==> src/rtl/and_gate_bist_ctrl.sv <==
// BIST sequencer for an N-input AND gate: walks every input vector, samples y after a settle window.
// Optional macro BIST_FAIL_CAPTURE_EN adds fail_valid/fail_vec/fail_y first-mismatch capture ports.
module and_gate_bist_ctrl #(
  parameter int NUM_INPUTS    = 2,
  parameter int SETTLE_CYCLES = 10,
  parameter int CNT_W         = 4
) (
  input  logic                  clk,
  input  logic                  rst,
  input  logic                  start,
  output logic [NUM_INPUTS-1:0] vec,
  input  logic                  y,
  output logic                  busy,
  output logic                  done,
  output logic                  pass
`ifdef BIST_FAIL_CAPTURE_EN
  ,
  output logic                  fail_valid,
  output logic [NUM_INPUTS-1:0] fail_vec,
  output logic                  fail_y
`endif
);

  typedef enum logic [1:0] {IDLE, SETTLE, CHECK, DONE} state_t;

  localparam logic [CNT_W-1:0]      CNT_LAST = CNT_W'(SETTLE_CYCLES - 1);
  localparam logic [NUM_INPUTS-1:0] VEC_ONES = '1;

  state_t                  state_q, state_d;
  logic [CNT_W-1:0]        cnt_q, cnt_d;
  logic [NUM_INPUTS-1:0]   vec_q, vec_d;
  logic                    busy_q, busy_d;
  logic                    done_q, done_d;
  logic                    pass_q, pass_d;
  logic                    pass_r_q, pass_r_d;
  logic                    fail_valid_q, fail_valid_d;
  logic [NUM_INPUTS-1:0]   fail_vec_q, fail_vec_d;
  logic                    fail_y_q, fail_y_d;
  logic                    mismatch;

  assign mismatch = (y != (&vec_q));

  always_comb begin
    state_d      = state_q;
    cnt_d        = cnt_q;
    vec_d        = vec_q;
    busy_d       = busy_q;
    done_d       = 1'b0;
    pass_d       = pass_q;
    pass_r_d     = pass_r_q;
    fail_valid_d = fail_valid_q;
    fail_vec_d   = fail_vec_q;
    fail_y_d     = fail_y_q;
    case (state_q)
      IDLE: begin
        if (start) begin
          state_d      = SETTLE;
          vec_d        = '0;
          cnt_d        = '0;
          busy_d       = 1'b1;
          pass_d       = 1'b0;
          pass_r_d     = 1'b1;
          fail_valid_d = 1'b0;
          fail_vec_d   = '0;
          fail_y_d     = 1'b0;
        end
      end
      SETTLE: begin
        if (cnt_q == CNT_LAST) state_d = CHECK;
        else                   cnt_d   = cnt_q + 1'b1;
      end
      CHECK: begin
        if (mismatch) begin
          pass_r_d = 1'b0;
          // Only the first mismatch of a run is kept.
          if (!fail_valid_q) begin
            fail_valid_d = 1'b1;
            fail_vec_d   = vec_q;
            fail_y_d     = y;
          end
        end
        if (vec_q == VEC_ONES) begin
          state_d = DONE;
          vec_d   = '0;
          busy_d  = 1'b0;
          done_d  = 1'b1;
          pass_d  = pass_r_q & ~mismatch;
        end else begin
          state_d = SETTLE;
          vec_d   = vec_q + 1'b1;
          cnt_d   = '0;
        end
      end
      DONE: begin
        state_d = IDLE;
      end
      default: state_d = IDLE;
    endcase
  end

  always_ff @(posedge clk or posedge rst) begin
    if (rst) begin
      state_q      <= IDLE;
      cnt_q        <= '0;
      vec_q        <= '0;
      busy_q       <= 1'b0;
      done_q       <= 1'b0;
      pass_q       <= 1'b0;
      pass_r_q     <= 1'b0;
      fail_valid_q <= 1'b0;
      fail_vec_q   <= '0;
      fail_y_q     <= 1'b0;
    end else begin
      state_q      <= state_d;
      cnt_q        <= cnt_d;
      vec_q        <= vec_d;
      busy_q       <= busy_d;
      done_q       <= done_d;
      pass_q       <= pass_d;
      pass_r_q     <= pass_r_d;
      fail_valid_q <= fail_valid_d;
      fail_vec_q   <= fail_vec_d;
      fail_y_q     <= fail_y_d;
    end
  end

  assign vec  = vec_q;
  assign busy = busy_q;
  assign done = done_q;
  assign pass = pass_q;

`ifdef BIST_FAIL_CAPTURE_EN
  assign fail_valid = fail_valid_q;
  assign fail_vec   = fail_vec_q;
  assign fail_y     = fail_y_q;
`else
  // Capture state is still tracked; the ports are simply absent in this build.
  logic unused_capture;
  assign unused_capture = ^{fail_valid_q, fail_vec_q, fail_y_q};
`endif

endmodule

==> config.mk <==
export PLATFORM = sky130hd
export DESIGN_NAME = and_gate_bist_ctrl
export DESIGN_NICKNAME = d
export VERILOG_FILES = /design/src/rtl/and_gate_bist_ctrl.sv
export SDC_FILE = /design/constraint.sdc
export NUM_CORES = 1
export LEC_CHECK = 0
export CORE_AREA = 2 2 39 41
export DETAILED_ROUTE_END_ITERATION = 8
export DIE_AREA = 0 0 41 43
export MAX_ROUTING_LAYER = met4
export PLACE_DENSITY = 0.77
export SLEW_MARGIN = 20
export SYNTH_ARGS = -nofsm -noshare
export SYNTH_HDL_FRONTEND = slang
export SYNTH_SLANG_ARGS = --single-unit
==> constraint.sdc <==
create_clock -name clk -period 4.25 [get_ports clk]
set_input_delay 0.85 -clock clk [delete_from_list [all_inputs] [get_ports clk]]
set_output_delay 0.85 -clock clk [all_outputs]
set_load 0.05 [all_outputs]
==> results of run 1 <==
path summary, 6_finish.rpt:
path                       slack [ps]              endpoint  depth (start not counted)                from
max                              1920                vec[0]                          1  vec[0]$_DFFE_PP0P_
min                               530      pass$_DFFE_PP0P_                          2    pass$_DFFE_PP0P_
max reg2reg                      2550  cnt_q[1]$_DFFE_PP0P_                          4  vec[0]$_DFFE_PP0P_
min reg2reg                       530      pass$_DFFE_PP0P_                          2    pass$_DFFE_PP0P_
max in group asynchronous        3050  cnt_q[3]$_DFFE_PP0P_                          2                 rst
min in group asynchronous         880      pass$_DFFE_PP0P_                          2                 rst
cells by family (layout without fill, tap and decap cells):
family	count (synthesis)	count (layout)	share of synthesized area (%)
AND/OR/NAND/NOR	16	16	15.4
flip-flops	12	12	47.2
multiplexers	3	3	4.92
adder cells (fa/ha/maj)	3	3	5.91
AO/OA/AOI/OAI	17	17	20.3
buffers and inverters	6	15	4.92
XOR/XNOR	1	1	1.38
final cells by class:
type                       count  area (um^2)
multi-input combinational     40          304
timing repair buffer           8         80.1
sequential                    12          300
tap                           16         20.0
clock buffer                   3         22.5
inverter                       4         15.0
fill                         138          642
layout by cell type (no fill, tap or decap), drive strengths merged, types with 3 or more instances in the layout:
cell type / instances
dfrtp: 12
clkdlybuf4s50: 8
o21ai: 6
nor2: 4
inv: 4
nor2b: 3
ha: 3
clkbuf: 3
power breakdown:
part / switching (mW) / total [mW] / internal, mW / leakage [nW]
Clock: 0.0365 / 0.0693 / 0.0328 / 0.0138
Combinational: 0.0371 / 0.0756 / 0.0385 / 0.166
Sequential: 0.0195 / 0.147 / 0.127 / 0.150
Total: 0.0932 / 0.292 / 0.198 / 0.330
state kept, by name (all words and copies together) (netlist names):
name / flops
cnt_q: 4
done: 1
state_q: 2
vec: 2
pass_r_q: 1
busy: 1
pass: 1
layer usage:
metal / part of all wire [%] / global-route usage (%) / vias to the layer above / wire [um]
li1: - / - / 226 / -
met4: 1.7 / 8.00 / 0 / 19
met1: 47 / 17.8 / 216 / 538
met3: 3.2 / 3.14 / 2 / 36
met5: 0 / - / - / 0
met2: 48 / 27.2 / 9 / 544
metrics by stage:
step / util [%] / instance area, um^2 / hold slack [ps] / setup slack, ps
2_1_floorplan: - / 636 / 501 / 2400
3_3_place_gp: 52.0 / 719 / 501 / 2090
3_5_place_dp: 52.0 / 719 / 517 / 2060
4_1_cts: 53.6 / 742 / 533 / 1910
5_1_grt: 53.6 / 742 / 571 / 1860
6_report: 53.6 / 742 / 531 / 1920
==> out/results.tsv, run 1 <==
stage	metric	value	unit
run_status	status	finished clean	
placement	# port buffers	8	
detailed_routing	vias	453	
finish	share of cells above drive strength 1	10.4	%
flow_run	Max-Cap Viols	0	
clock_network	maximum root-to-sink buffer count	2	
global_routing	initial antenna violation count	0	
clock_network	cts repair resizes	0	
yosys	synth warn	0	
global_routing	GRT Total Usage	16.5	%
clock_network	clock-pin slew on the worst setup and hold paths	70	ps
setup_path	Max Fanout on Critical Path	4	
clock_network	CTS tree	yes	
detailed_routing	final wirelength	1140	um
yosys	number of synthesized flops with an enable pin	0	
global_routing	GR Overflow Total	0	
yosys	area fraction of the dominant cell type after synthesis	47.2	%
placement	placed cell count	80	
yosys	Distinct cells, synth	28	
floorplanning	# rows	14	
setup_path	crit end category	primary output	
setup_path	worst path required time	3400	ps
min_path	type of the most critical hold path	flip-flop to flip-flop	
clock_network	setup repair bufs after CTS	0	
clock_network	TritonCTS Sinks	12	
floorplanning	die height	43	um
setup_path	CP Cell Sequence	clkdlybuf4s50_1	
power_and_ir_drop	worst vdd ir	0.000188	V
setup_path	crit path launch type	flip-flop	
timing	Max-slew headroom	67.0	%
global_routing	vias in the first global route	468	
global_routing	largest net degree at the start of global routing	13	
detailed_routing	Avg WL per Cell	13.7	um
placement	dpl hpwl	851	um
setup_path	crit-path max cell delay	810	ps
yosys	sequential area share after synthesis	47.2	%
yosys	ys flop type	dfrtp_1	
detailed_routing	ANT nets after route	0	
yosys	top-count cell post-synth	dfrtp_1	
timing	setup tns final	0	ps
setup_path	critical path's slowest cell	clkdlybuf4s50_1	
floorplanning	Starting Density	45.9	%
timing	fin crit share	54.7	%
yosys	Post-Syn Instances	58	
power_and_ir_drop	power consumption	0.292	mW
setup_path	CP Buf/Inv Count	1	
clock_network	CTS buffer count	3	
timing	unrepaired setup endpoints after global routing	false	
setup_path	crit path kind	flip-flop to primary output	
clock_network	clk root buf	clkbuf_4	
yosys	Synth area leader	dfrtp_1	
detailed_routing	Residual DRC	0	
yosys	FF+latch count, synth	12	
setup_path	CP arrival	1480	ps
placement	gpl congestion	0.946	
yosys	top cells by area, synth	dfrtp_1 (47%), ha_1 (5.9%), mux2i_1 (3.1%)	
timing	FMAX	0.430	GHz
clock_network	H-Tree Depth	1	
yosys	top cells by count, synth	dfrtp_1 (12), inv_1 (4), nor2_1 (4), o21ai_0 (4)	
clock_network	Worst-Skew Late Latency	270	ps
detailed_routing	vias per inst	5.46	
global_routing	first-pass GRT wire length	1900	um
timing	Slew Viols, Final	0	
timing	Worst Tran Pin Value	493	ps
timing	Final setup viols	0	
timing	crit path time final	2330	ps
detailed_routing	DRT iter0 DRCs	3	
timing	Hold Vio Cnt, Final	0	
setup_path	family with the most delay on the worst path	buffers and inverters	
power_and_ir_drop	LEAKAGE	0.330	nW
yosys	syn_nets	65	
timing	clk_skew	3.37	ps
power_and_ir_drop	P per Cell Area	393	mW/mm^2
yosys	Synth Area per Inst	11.0	um^2
yosys	Mapped Area	636	um^2
finish	area growth from synthesis to layout	16.7	%
clock_network	# hold bufs at CTS	0	
floorplanning	die width	41	um
finish	Antenna Cells	0	
yosys	asr flop ratio synth	100	%
floorplanning	core area	0.00138	mm^2
finish	fin cells	83	
detailed_routing	length of the first detailed-routing pass in iterations	4	
floorplanning	top-level I/O count	9	
finish	Final nets	76	
floorplanning	DIE AREA	0.00176	mm^2
Power figures use the tool's default switching activity.
==> run 2: changes to the inputs <==
clock period = 2.17 ns   (was 4.25 ns; I/O delays follow)
==> results of run 2 <==
Same layout as run 1 (identical final DEF). Status: finished clean.
Among the figures that moved: setup slack after placement 2060 ps -> 393 ps; setup slack after layout 1920 ps -> 260 ps; hold slack 531 ps -> 466 ps; register-to-register setup slack 2550 ps -> 470 ps; total power 0.292 mW -> 0.571 mW; worst IR drop on VDD 0.000188 V -> 0.000368 V
==> run 3: changes to the inputs <==
GPL_ROUTABILITY_DRIVEN = 0   (was unset)
TNS_END_PERCENT = 30   (was unset)
==> results of run 3 <==
Same layout as run 1 (identical final DEF). Status: finished clean.
Among the figures that moved: setup slack after placement 2060 ps -> 393 ps; setup slack after layout 1920 ps -> 260 ps; hold slack 531 ps -> 466 ps; register-to-register setup slack 2550 ps -> 470 ps; total power 0.292 mW -> 0.571 mW; worst IR drop on VDD 0.000188 V -> 0.000368 V
